==> src/rtl/decode.sv <==
// -----------------------------------------------------------------------------
// decode -- RV32I decode stage with integer register file and D/E register.
//
// Decodes the fetched instruction, reads two operands from the 32-entry
// register file, builds the sign-extended immediate and the control word, and
// registers everything into the D/E pipeline register feeding execute. The
// register-file write port (driven by writeback) also lives here.
//
// Ports
//   clk, reset         pipeline clock; asynchronous active-low reset
//   en, flushE         D/E load enable (0 = stall); bubble insert (wins over en)
//   pcD, instrD, validD  instruction from fetch
//   regwriteW, rdW, resultW  writeback write port
//   pcE, rs1valE, rs2valE, immE  registered PC, operands, immediate
//   rs1E, rs2E, rdE    register indices for the hazard unit (0 if unused)
//   aluopE, funct3E    {funct7[5] qualifier, funct3}; branch/load/store subtype
//   alusrcaE, alusrcE  operand A is PC; operand B is immediate
//   regwriteE, memreadE, memwriteE, branchE, jumpE  control flags
//   validE, illegalE   valid instruction; unrecognised opcode
//
// Configuration macro: DECODE_REGFILE_BYPASS_EN
//   defined   -> a same-cycle writeback to a source register is forwarded
//   undefined -> reads return the pre-edge register-file contents
// -----------------------------------------------------------------------------
`ifndef WORD
`define WORD 32
`endif

module decode (
  input  logic              clk,
  input  logic              reset,
  input  logic              en,
  input  logic              flushE,
  input  logic [`WORD-1:0]  pcD,
  input  logic [`WORD-1:0]  instrD,
  input  logic              validD,
  input  logic              regwriteW,
  input  logic [4:0]        rdW,
  input  logic [`WORD-1:0]  resultW,
  output logic [`WORD-1:0]  pcE,
  output logic [`WORD-1:0]  rs1valE,
  output logic [`WORD-1:0]  rs2valE,
  output logic [`WORD-1:0]  immE,
  output logic [4:0]        rs1E,
  output logic [4:0]        rs2E,
  output logic [4:0]        rdE,
  output logic [3:0]        aluopE,
  output logic [2:0]        funct3E,
  output logic              alusrcaE,
  output logic              alusrcE,
  output logic              regwriteE,
  output logic              memreadE,
  output logic              memwriteE,
  output logic              branchE,
  output logic              jumpE,
  output logic              validE,
  output logic              illegalE
);

  typedef enum logic [6:0] {
    OPC_LUI    = 7'b0110111,
    OPC_AUIPC  = 7'b0010111,
    OPC_JAL    = 7'b1101111,
    OPC_JALR   = 7'b1100111,
    OPC_BRANCH = 7'b1100011,
    OPC_LOAD   = 7'b0000011,
    OPC_STORE  = 7'b0100011,
    OPC_OPIMM  = 7'b0010011,
    OPC_OP     = 7'b0110011
  } opcode_e;

  typedef struct packed {
    logic [`WORD-1:0] pc;
    logic [`WORD-1:0] rs1val;
    logic [`WORD-1:0] rs2val;
    logic [`WORD-1:0] imm;
    logic [4:0]       rs1;
    logic [4:0]       rs2;
    logic [4:0]       rd;
    logic [3:0]       aluop;
    logic [2:0]       funct3;
    logic             alusrca;
    logic             alusrc;
    logic             regwrite;
    logic             memread;
    logic             memwrite;
    logic             branch;
    logic             jump;
    logic             valid;
    logic             illegal;
  } de_t;

  // ---------------------------------------------------------------------------
  // Register file
  // ---------------------------------------------------------------------------
  logic [`WORD-1:0] rf_q [32];

  // NOTE: the array is cleared by reset because the reset state of every entry
  // is architecturally visible here; most RAM-style memories must not be reset.
  always_ff @(posedge clk or negedge reset) begin
    if (!reset) begin
      for (int i = 0; i < 32; i++) rf_q[i] <= '0;
    end else if (regwriteW && (rdW != 5'd0)) begin
      // Writeback commits regardless of en/flushE.
      rf_q[rdW] <= resultW;
    end
  end

  function automatic logic [`WORD-1:0] rf_read(input logic [4:0] idx);
    logic [`WORD-1:0] val;
    val = (idx == 5'd0) ? '0 : rf_q[idx];
`ifdef DECODE_REGFILE_BYPASS_EN
    if (regwriteW && (rdW != 5'd0) && (rdW == idx)) val = resultW;
`endif
    return val;
  endfunction

  // ---------------------------------------------------------------------------
  // Instruction fields and immediates
  // ---------------------------------------------------------------------------
  opcode_e          opcode;
  logic [2:0]       f3;
  logic [`WORD-1:0] imm_i, imm_s, imm_b, imm_u, imm_j;

  assign opcode = opcode_e'(instrD[6:0]);
  assign f3     = instrD[14:12];
  assign imm_i  = {{20{instrD[31]}}, instrD[31:20]};
  assign imm_s  = {{20{instrD[31]}}, instrD[31:25], instrD[11:7]};
  assign imm_b  = {{19{instrD[31]}}, instrD[31], instrD[7], instrD[30:25],
                   instrD[11:8], 1'b0};
  assign imm_u  = {instrD[31:12], 12'b0};
  assign imm_j  = {{11{instrD[31]}}, instrD[31], instrD[19:12], instrD[20],
                   instrD[30:21], 1'b0};

  // ---------------------------------------------------------------------------
  // Decode. Index fields stay 0 for formats that lack them, so the hazard unit
  // sees no false dependency and unused operands read x0.
  // ---------------------------------------------------------------------------
  de_t dec;
  de_t de_d;
  de_t de_q;

  // NOTE: every field gets a default before the case so no path leaves a
  // field unassigned, which would otherwise infer a latch.
  always_comb begin
    dec       = '0;
    dec.pc    = pcD;
    dec.valid = 1'b1;
    case (opcode)
      OPC_LUI: begin
        dec.rd = instrD[11:7]; dec.imm = imm_u;
        dec.alusrc = 1'b1; dec.regwrite = 1'b1;
      end
      OPC_AUIPC: begin
        dec.rd = instrD[11:7]; dec.imm = imm_u;
        dec.alusrca = 1'b1; dec.alusrc = 1'b1; dec.regwrite = 1'b1;
      end
      OPC_JAL: begin
        dec.rd = instrD[11:7]; dec.imm = imm_j;
        dec.alusrca = 1'b1; dec.alusrc = 1'b1;
        dec.regwrite = 1'b1; dec.jump = 1'b1;
      end
      OPC_JALR: begin
        dec.rd = instrD[11:7]; dec.rs1 = instrD[19:15]; dec.imm = imm_i;
        dec.funct3 = f3; dec.alusrc = 1'b1;
        dec.regwrite = 1'b1; dec.jump = 1'b1;
      end
      OPC_BRANCH: begin
        dec.rs1 = instrD[19:15]; dec.rs2 = instrD[24:20]; dec.imm = imm_b;
        dec.funct3 = f3; dec.aluop = 4'b1000; dec.branch = 1'b1;
      end
      OPC_LOAD: begin
        dec.rd = instrD[11:7]; dec.rs1 = instrD[19:15]; dec.imm = imm_i;
        dec.funct3 = f3; dec.alusrc = 1'b1;
        dec.regwrite = 1'b1; dec.memread = 1'b1;
      end
      OPC_STORE: begin
        dec.rs1 = instrD[19:15]; dec.rs2 = instrD[24:20]; dec.imm = imm_s;
        dec.funct3 = f3; dec.alusrc = 1'b1; dec.memwrite = 1'b1;
      end
      OPC_OPIMM: begin
        dec.rd = instrD[11:7]; dec.rs1 = instrD[19:15]; dec.imm = imm_i;
        dec.funct3 = f3; dec.alusrc = 1'b1; dec.regwrite = 1'b1;
        // Only the shifts carry funct7[5]; ADDI must never turn into SUB.
        dec.aluop = {(f3 == 3'b101) & instrD[30], f3};
      end
      OPC_OP: begin
        dec.rd = instrD[11:7]; dec.rs1 = instrD[19:15]; dec.rs2 = instrD[24:20];
        dec.funct3 = f3; dec.regwrite = 1'b1;
        dec.aluop = {instrD[30], f3};
      end
      default: dec.illegal = 1'b1;
    endcase
    dec.rs1val = rf_read(dec.rs1);
    dec.rs2val = rf_read(dec.rs2);

    // An invalid D-stage slot loads exactly what a flush would.
    de_d = validD ? dec : '0;
  end

  // ---------------------------------------------------------------------------
  // D/E pipeline register: reset > flush > enable > hold
  // ---------------------------------------------------------------------------
  // NOTE: sequential state uses non-blocking assignments so every register
  // samples pre-edge values regardless of block evaluation order.
  always_ff @(posedge clk or negedge reset) begin
    if (!reset) begin
      de_q <= '0;
    end else if (flushE) begin
      de_q <= '0;
    end else if (en) begin
      de_q <= de_d;
    end
  end

  assign pcE       = de_q.pc;
  assign rs1valE   = de_q.rs1val;
  assign rs2valE   = de_q.rs2val;
  assign immE      = de_q.imm;
  assign rs1E      = de_q.rs1;
  assign rs2E      = de_q.rs2;
  assign rdE       = de_q.rd;
  assign aluopE    = de_q.aluop;
  assign funct3E   = de_q.funct3;
  assign alusrcaE  = de_q.alusrca;
  assign alusrcE   = de_q.alusrc;
  assign regwriteE = de_q.regwrite;
  assign memreadE  = de_q.memread;
  assign memwriteE = de_q.memwrite;
  assign branchE   = de_q.branch;
  assign jumpE     = de_q.jump;
  assign validE    = de_q.valid;
  assign illegalE  = de_q.illegal;

endmodule

==> config.mk <==
export PLATFORM = sky130hd
export DESIGN_NAME = decode
export DESIGN_NICKNAME = d
export VERILOG_FILES = /design/src/rtl/decode.sv
export SDC_FILE = /design/constraint.sdc
export NUM_CORES = 2
export LEC_CHECK = 0
export ABC_CLOCK_PERIOD_IN_PS = 1430
export CAP_MARGIN = 10
export CELL_PAD_IN_SITES_DETAIL_PLACEMENT = 1
export CELL_PAD_IN_SITES_GLOBAL_PLACEMENT = 1
export CORE_MARGIN = 5
export CORE_UTILIZATION = 40
export CTS_BUF_LIST = sky130_fd_sc_hd__clkbuf_2
export DETAILED_ROUTE_END_ITERATION = 12
export PLACE_DENSITY = 0.69
export SETUP_SLACK_MARGIN = 0.1
export SKIP_CTS_REPAIR_TIMING = 1
export SYNTH_ARGS = -nofsm -noshare
export SYNTH_HDL_FRONTEND = slang
export SYNTH_SLANG_ARGS = --single-unit
==> constraint.sdc <==
create_clock -name clk -period 1.43 [get_ports clk]
set_input_delay 0.2145 -clock clk [delete_from_list [all_inputs] [get_ports clk]]
set_output_delay 0.2145 -clock clk [all_outputs]
set_load 0.1 [all_outputs]
### Yosys cells after proc, flatten, opt, wreduce, memory -nomap -nowiden

Index checks and enable logic that the tools add are counted.

| storage, ports and cells | value |
|---|---|
| bits in latches | 0 |
| memories | 0 |
| input port bits | 107 |
| RAM bits | 0 |
| bits in registers | 1,183 |
| ROM bits | 0 |

| operators by class | value |
|---|---|
| reduce and logical (&&, ||, !) cells | 15 |
| shifts and indexed selects | 0 |
| $lt $le $gt $ge | 4 |
| equality and inequality tests | 10 |
| multipliers | 0 |
| add/sub/neg operators | 0 |
| bitwise operators | 4 |
| multiplexer cells | 28 |
| div/mod/pow operators | 0 |

Operators with widths:

| cell | number |
|---|---|
| 1024-bit bitwise mux | 1 |
| 159-bit 2-to-1 mux | 3 |
| 32-bit binary-select mux with 5-bit select | 2 |
| 32-bit 2-to-1 mux | 7 |
| 32-bit demux with 5-bit select | 1 |
| 32-bit case mux with 5 select lines | 1 |
| 7-bit by 6-bit == test with 1-bit output (second input constant) | 3 |
| 7-bit == test (second input constant) | 3 |
| 6-bit greater-or-equal comparator (second input constant) | 3 |
| 5-bit inverter with 6-bit output | 3 |
| 5-bit 2-to-1 mux | 3 |
| 7-bit by 5-bit == test with 1-bit output (second input constant) | 2 |
| 7-bit OR reduction | 2 |
| 4-bit case mux with 3 select lines | 1 |
| 5-bit logical NOT | 2 |
| 9-bit OR reduction | 1 |
| 1-bit 2-to-1 mux | 8 |
| 7-bit by 2-bit == test with 1-bit output (second input constant) | 1 |
| 6-bit by 1-bit < comparator with 1-bit output (second input constant) | 1 |
| 2-bit OR reduction | 3 |
| 3-bit OR reduction | 2 |
| 6-bit OR reduction | 1 |
| 5-bit nonzero test | 1 |
| 3-bit == test (second input constant) | 1 |
| 4 further kinds | 5 |

### Depth between registers and ports, before layout

| depth | value |
|---|---|
| depth after elaboration | 11 |
| gate-level depth with buffers | 13 |

### Least setup slack after synthesis

Ideal clock, no wire load.

| path | value |
|---|---|
| path type | input to register |
| start point | input instrD[6] |
| end point | register de_q, in the netlist rs2valE[4] |
| path slack | -0.741 ns |
| setup time | 0.124 ns |
| data arrival time | 2.047 ns |
| buffers on the path | 4 |
| stages | 10 |
| cells stage by stage | buf_2 -> a21bo_1 -> buf_6 -> nor3_2 -> buf_2 -> buf_2 -> mux2i_1 -> o22ai_1 -> o311a_1 -> a211o_1 |

| on the way | value |
|---|---|
| longest elaborated chain between the ends | 11 |
| elaborated cells on any way between the ends | 14 |
| those cells by class | 3 x eq/ne; 8 x mux; 1 x bitwise; 2 x reduce/logical |

Ends and longest elaborated chain:

| item | line | RTL |
|---|---|---|
| start: declaration | 35 | `` input logic [`WORD-1:0] instrD, `` |
| 7-bit by 6-bit == test with 1-bit output / 7-bit == test (equally long branches) | 149 | `case (opcode)` |
| 3-bit OR reduction (no line) (*) | n/a |  |
| 5-bit 2-to-1 mux (*) | 149 |  |
| 5-bit inverter with 6-bit output (not written as such) | 111 | `val = (idx == 5'd0) ? '0 : rf_q[idx];` |
| 32-bit binary-select mux with 5-bit select | 111 |  |
| 32-bit 2-to-1 mux (not written as such) (2 in series) | 111 |  |
| 32-bit 2-to-1 mux (*) | 111 |  |
| 159-bit 2-to-1 mux (*) | 198 | `de_d = validD ? dec : '0;` |
| 159-bit 2-to-1 mux (*) | 211 | `end else if (en) begin` |
| 159-bit 2-to-1 mux (*) | 209 | `end else if (flushE) begin` |
| end signal: assignment | 208 | `de_q <= '0;` |
| end signal: assignment | 210 | `de_q <= '0;` |
| end signal: assignment | 212 | `de_q <= de_d;` |
| end: declaration | 141 | `de_t de_q;` |

Mark *: on every way between the ends. The rest lies on a longest branch, timed or not. The select of a mux whose other input is x is not followed.
A chain may end at the register's enable or synchronous reset.

### Worst setup path in the final report

| path | value |
|---|---|
| start point | register de_q, in the netlist rs1valE[20] |
| end point | output rs1valE[20] |

RTL lines:

| item | line | RTL |
|---|---|---|
| end: declaration | 41 | `` output logic [`WORD-1:0] rs1valE, `` |

No word-level cell between the ends.

==> impl_results.md <==
- Worst-path clk slew: around 120 ps
- RSZ-0062 raised after global routing: yes
- Syn_nets: 5491
- Total congestion overflow: 0
- Share of the synthesized area in the top cell type: 48.34%
- Vias per cell: 6.522
- Register area share after synthesis: approximately 48%
- GR Util met2: approximately 53%
- Critical Path RT: 1220 ps
- M3 GR Usage: between 8 and 9%
- Yosys warns: 0
- Drt first pass iters: 6
- Hold Crit Class: in -> reg
- Final core utilization: 56.25%
- Most used DFF post-synth: dfrtp_1
- Share of cells above drive strength 1: 46.68%
- FP Rows: about 140
- Flop2flop setup slack: -280 ps
- Io pins: 266
- CTS tree: done
- CTS Sinks: ~1200
- Crit Path Max Fanout: 2
- Clock latency on the worst-skew pair: between 1500 and 2000 ps
- Crit start category: flop
- Gr busiest metal: met2
- Drt initial violations: 6126
- Distinct cells, synth: 80
- Syn_area_per_cell: between 10 and 15 µm²
- Largest net degree at the start of global routing: 65
- Slew headroom: 20.46%
- Global Route Usage Sum: between 30% and 40%
- Met1 GRT Util: around 45%
- Area leader, netlist: dfrtp_1
- Commonest cells after routing, fill and taps aside: 1143 x dfrtp_1, 687 x mux2_2, 677 x buf_4
- Post-DRT Antenna Nets: 0
- Final Setup Violations: ~320
- Synthesis-stage register bit count: approximately 1200
- Minimum clock period: between 2000 and 3000 ps
- Clk root buf: clkbuf_2
- Gpl congestion: between 0.9 and 1
- Max-cap violations: 0
- Synthesized area: around 61000 µm²
- Via count: approximately 58000
- Synth Instances: about 5400
- Core area: between 150000 and 200000 µm²
- WL final: around 300000 µm
- Final slew viol count: 0
- Outcome: finished, violations left
- Crit path DAT: between 2000 and 3000 ps
- Die width: ~400 µm
- Fin crit share: 194.1%
- Worst hold slack: -228.0 ps
- Top cells by area, synth: dfrtp_1 48%, mux2_2 19%, mux2i_1 6.5%
- Wire per inst: around 34 µm
- DRC viols: 0
- CTS max path bufs: 4
- Leak pwr: ~0.038 µW
- Initial antenna violation count: 9
- Slew @ Worst Pin: ~1200 ps
- Ys async rst share: 100.0%
- CP Class: reg -> out
- First-pass GRT wire length: ~410000 µm
- Post-synth EDFFs: 0
- Die height: about 400 µm
- Violated checks: negative hold slack, negative setup slack
- Setup crit end kind: output port
- Nets: a little under 7000
- Max Freq: between 0.3 and 0.4 GHz
- Power per Cell Area: between 1000 and 1500 nW/µm²
- Max Clock Skew: 158.2 ps
- Starting Density: 40.26%
- Vias in the first global route: a little under 60000
- Final hold violations: 48
- Area Growth Syn to Fin: 39.69%
- Port-buffer cells: around 270
- Total CTS buffers: between 300 and 400
- Post-DP HPWL: roughly 200000 µm
- Commonest non-fill, non-tap cell in the layout: dfrtp_1
- Die ar.: between 150000 and 200000 µm²
- CTS H-tree depth: 5
- Worst setup margin: -1345 ps
- Peak supply drop: between 0.0007 and 0.0008 V
synth_stat cells, types with 31 or more instances:
cell type and count:
a2111oi_0 31, a211oi_1 154, a21oi_1 189, a221oi_1 247
a22o_1 50, a22oi_1 102, buf_1 75, buf_2 108
clkbuf_1 381, dfrtp_1 1183, mux2_2 1039, mux2i_1 398
nand2_1 569, nand3_1 160, nand4_1 44, nor2_1 38
nor2b_1 33, o21ai_0 140, o22ai_1 71
worst max-delay path, stage by stage, from the launching register on:
cell and delay [ps]:
dfrtp_1 430, buf_6 200, buf_12 190
layout make-up:
cell class / instances / area (µm²)
multi-input combinational: 3598 / 32670
antenna: 14 / 35.03
clock inverter: 58 / 304.0
fill: 15478 / 66540
tap: 2030 / 2540
timing repair buffer: 1486 / 17750
inverter: 7 / 26.28
sequential: 1183 / 29650
clock buffer: 513 / 2567
power breakdown:
part,internal [µW],total [µW],switching [µW]
sequential,39000,44100,5160
combinational,11300,20000,8770
clock,9900,26100,16200
total,60100,90200,30100
cell families after synthesis:
group | count (synthesis) | synth area share, %
mux | 1437 | 25.61
compound gates | 1237 | 15.02
flops | 1183 | 48.34
simple gates | 924 | 6.823
buf+inv | 603 | 4.199
per-stage QoR:
stage / TNS, ps / power (µW) / cell area (µm²) / cells / setup WS [ps]
after floorplan: -45360 / 54310 / 64040 / 5384 / -603.2
after global routing: -289490 / 94010 / 85530 / 8884 / -1493
final: -281890 / 90230 / 85540 / 8889 / -1345
after detailed placement: -951960 / 62160 / 78230 / 8014 / -1676
after CTS: -225820 / 87620 / 81100 / 8585 / -1650
after global placement: -911070 / 60940 / 78230 / 8014 / -1599
registers in the layout, summed over array words and instances, names as in the netlist, 5 cells and up:
register / flops
rs1E: 5
rs2E: 5
rs1valE: 32
pcE: 32
rf_q: 1024
rdE: 5
rs2valE: 32
immE: 32
final timing paths:
kind                             start          end  cells after the start
max                        rs1valE[20]  rs1valE[20]                      2
min                          instrD[6]    memwriteE                      6
max reg2reg                  rf_q[538]  rs2valE[26]                      7
min reg2reg                 rf_q[1000]   rf_q[1000]                      0
max in group asynchronous        reset    rf_q[323]                      7
min in group asynchronous        reset    rf_q[222]                      5
layer usage:
metal	wire length (µm)	part of all wire, %	vias to the layer above
met5	25	0.0082	-
met4	21050	6.9	4
met3	30320	10	1135
met2	134800	44	3847
met1	117600	39	30095
li1	-	-	22893
Note: power is estimated with default switching activity, not from simulation.
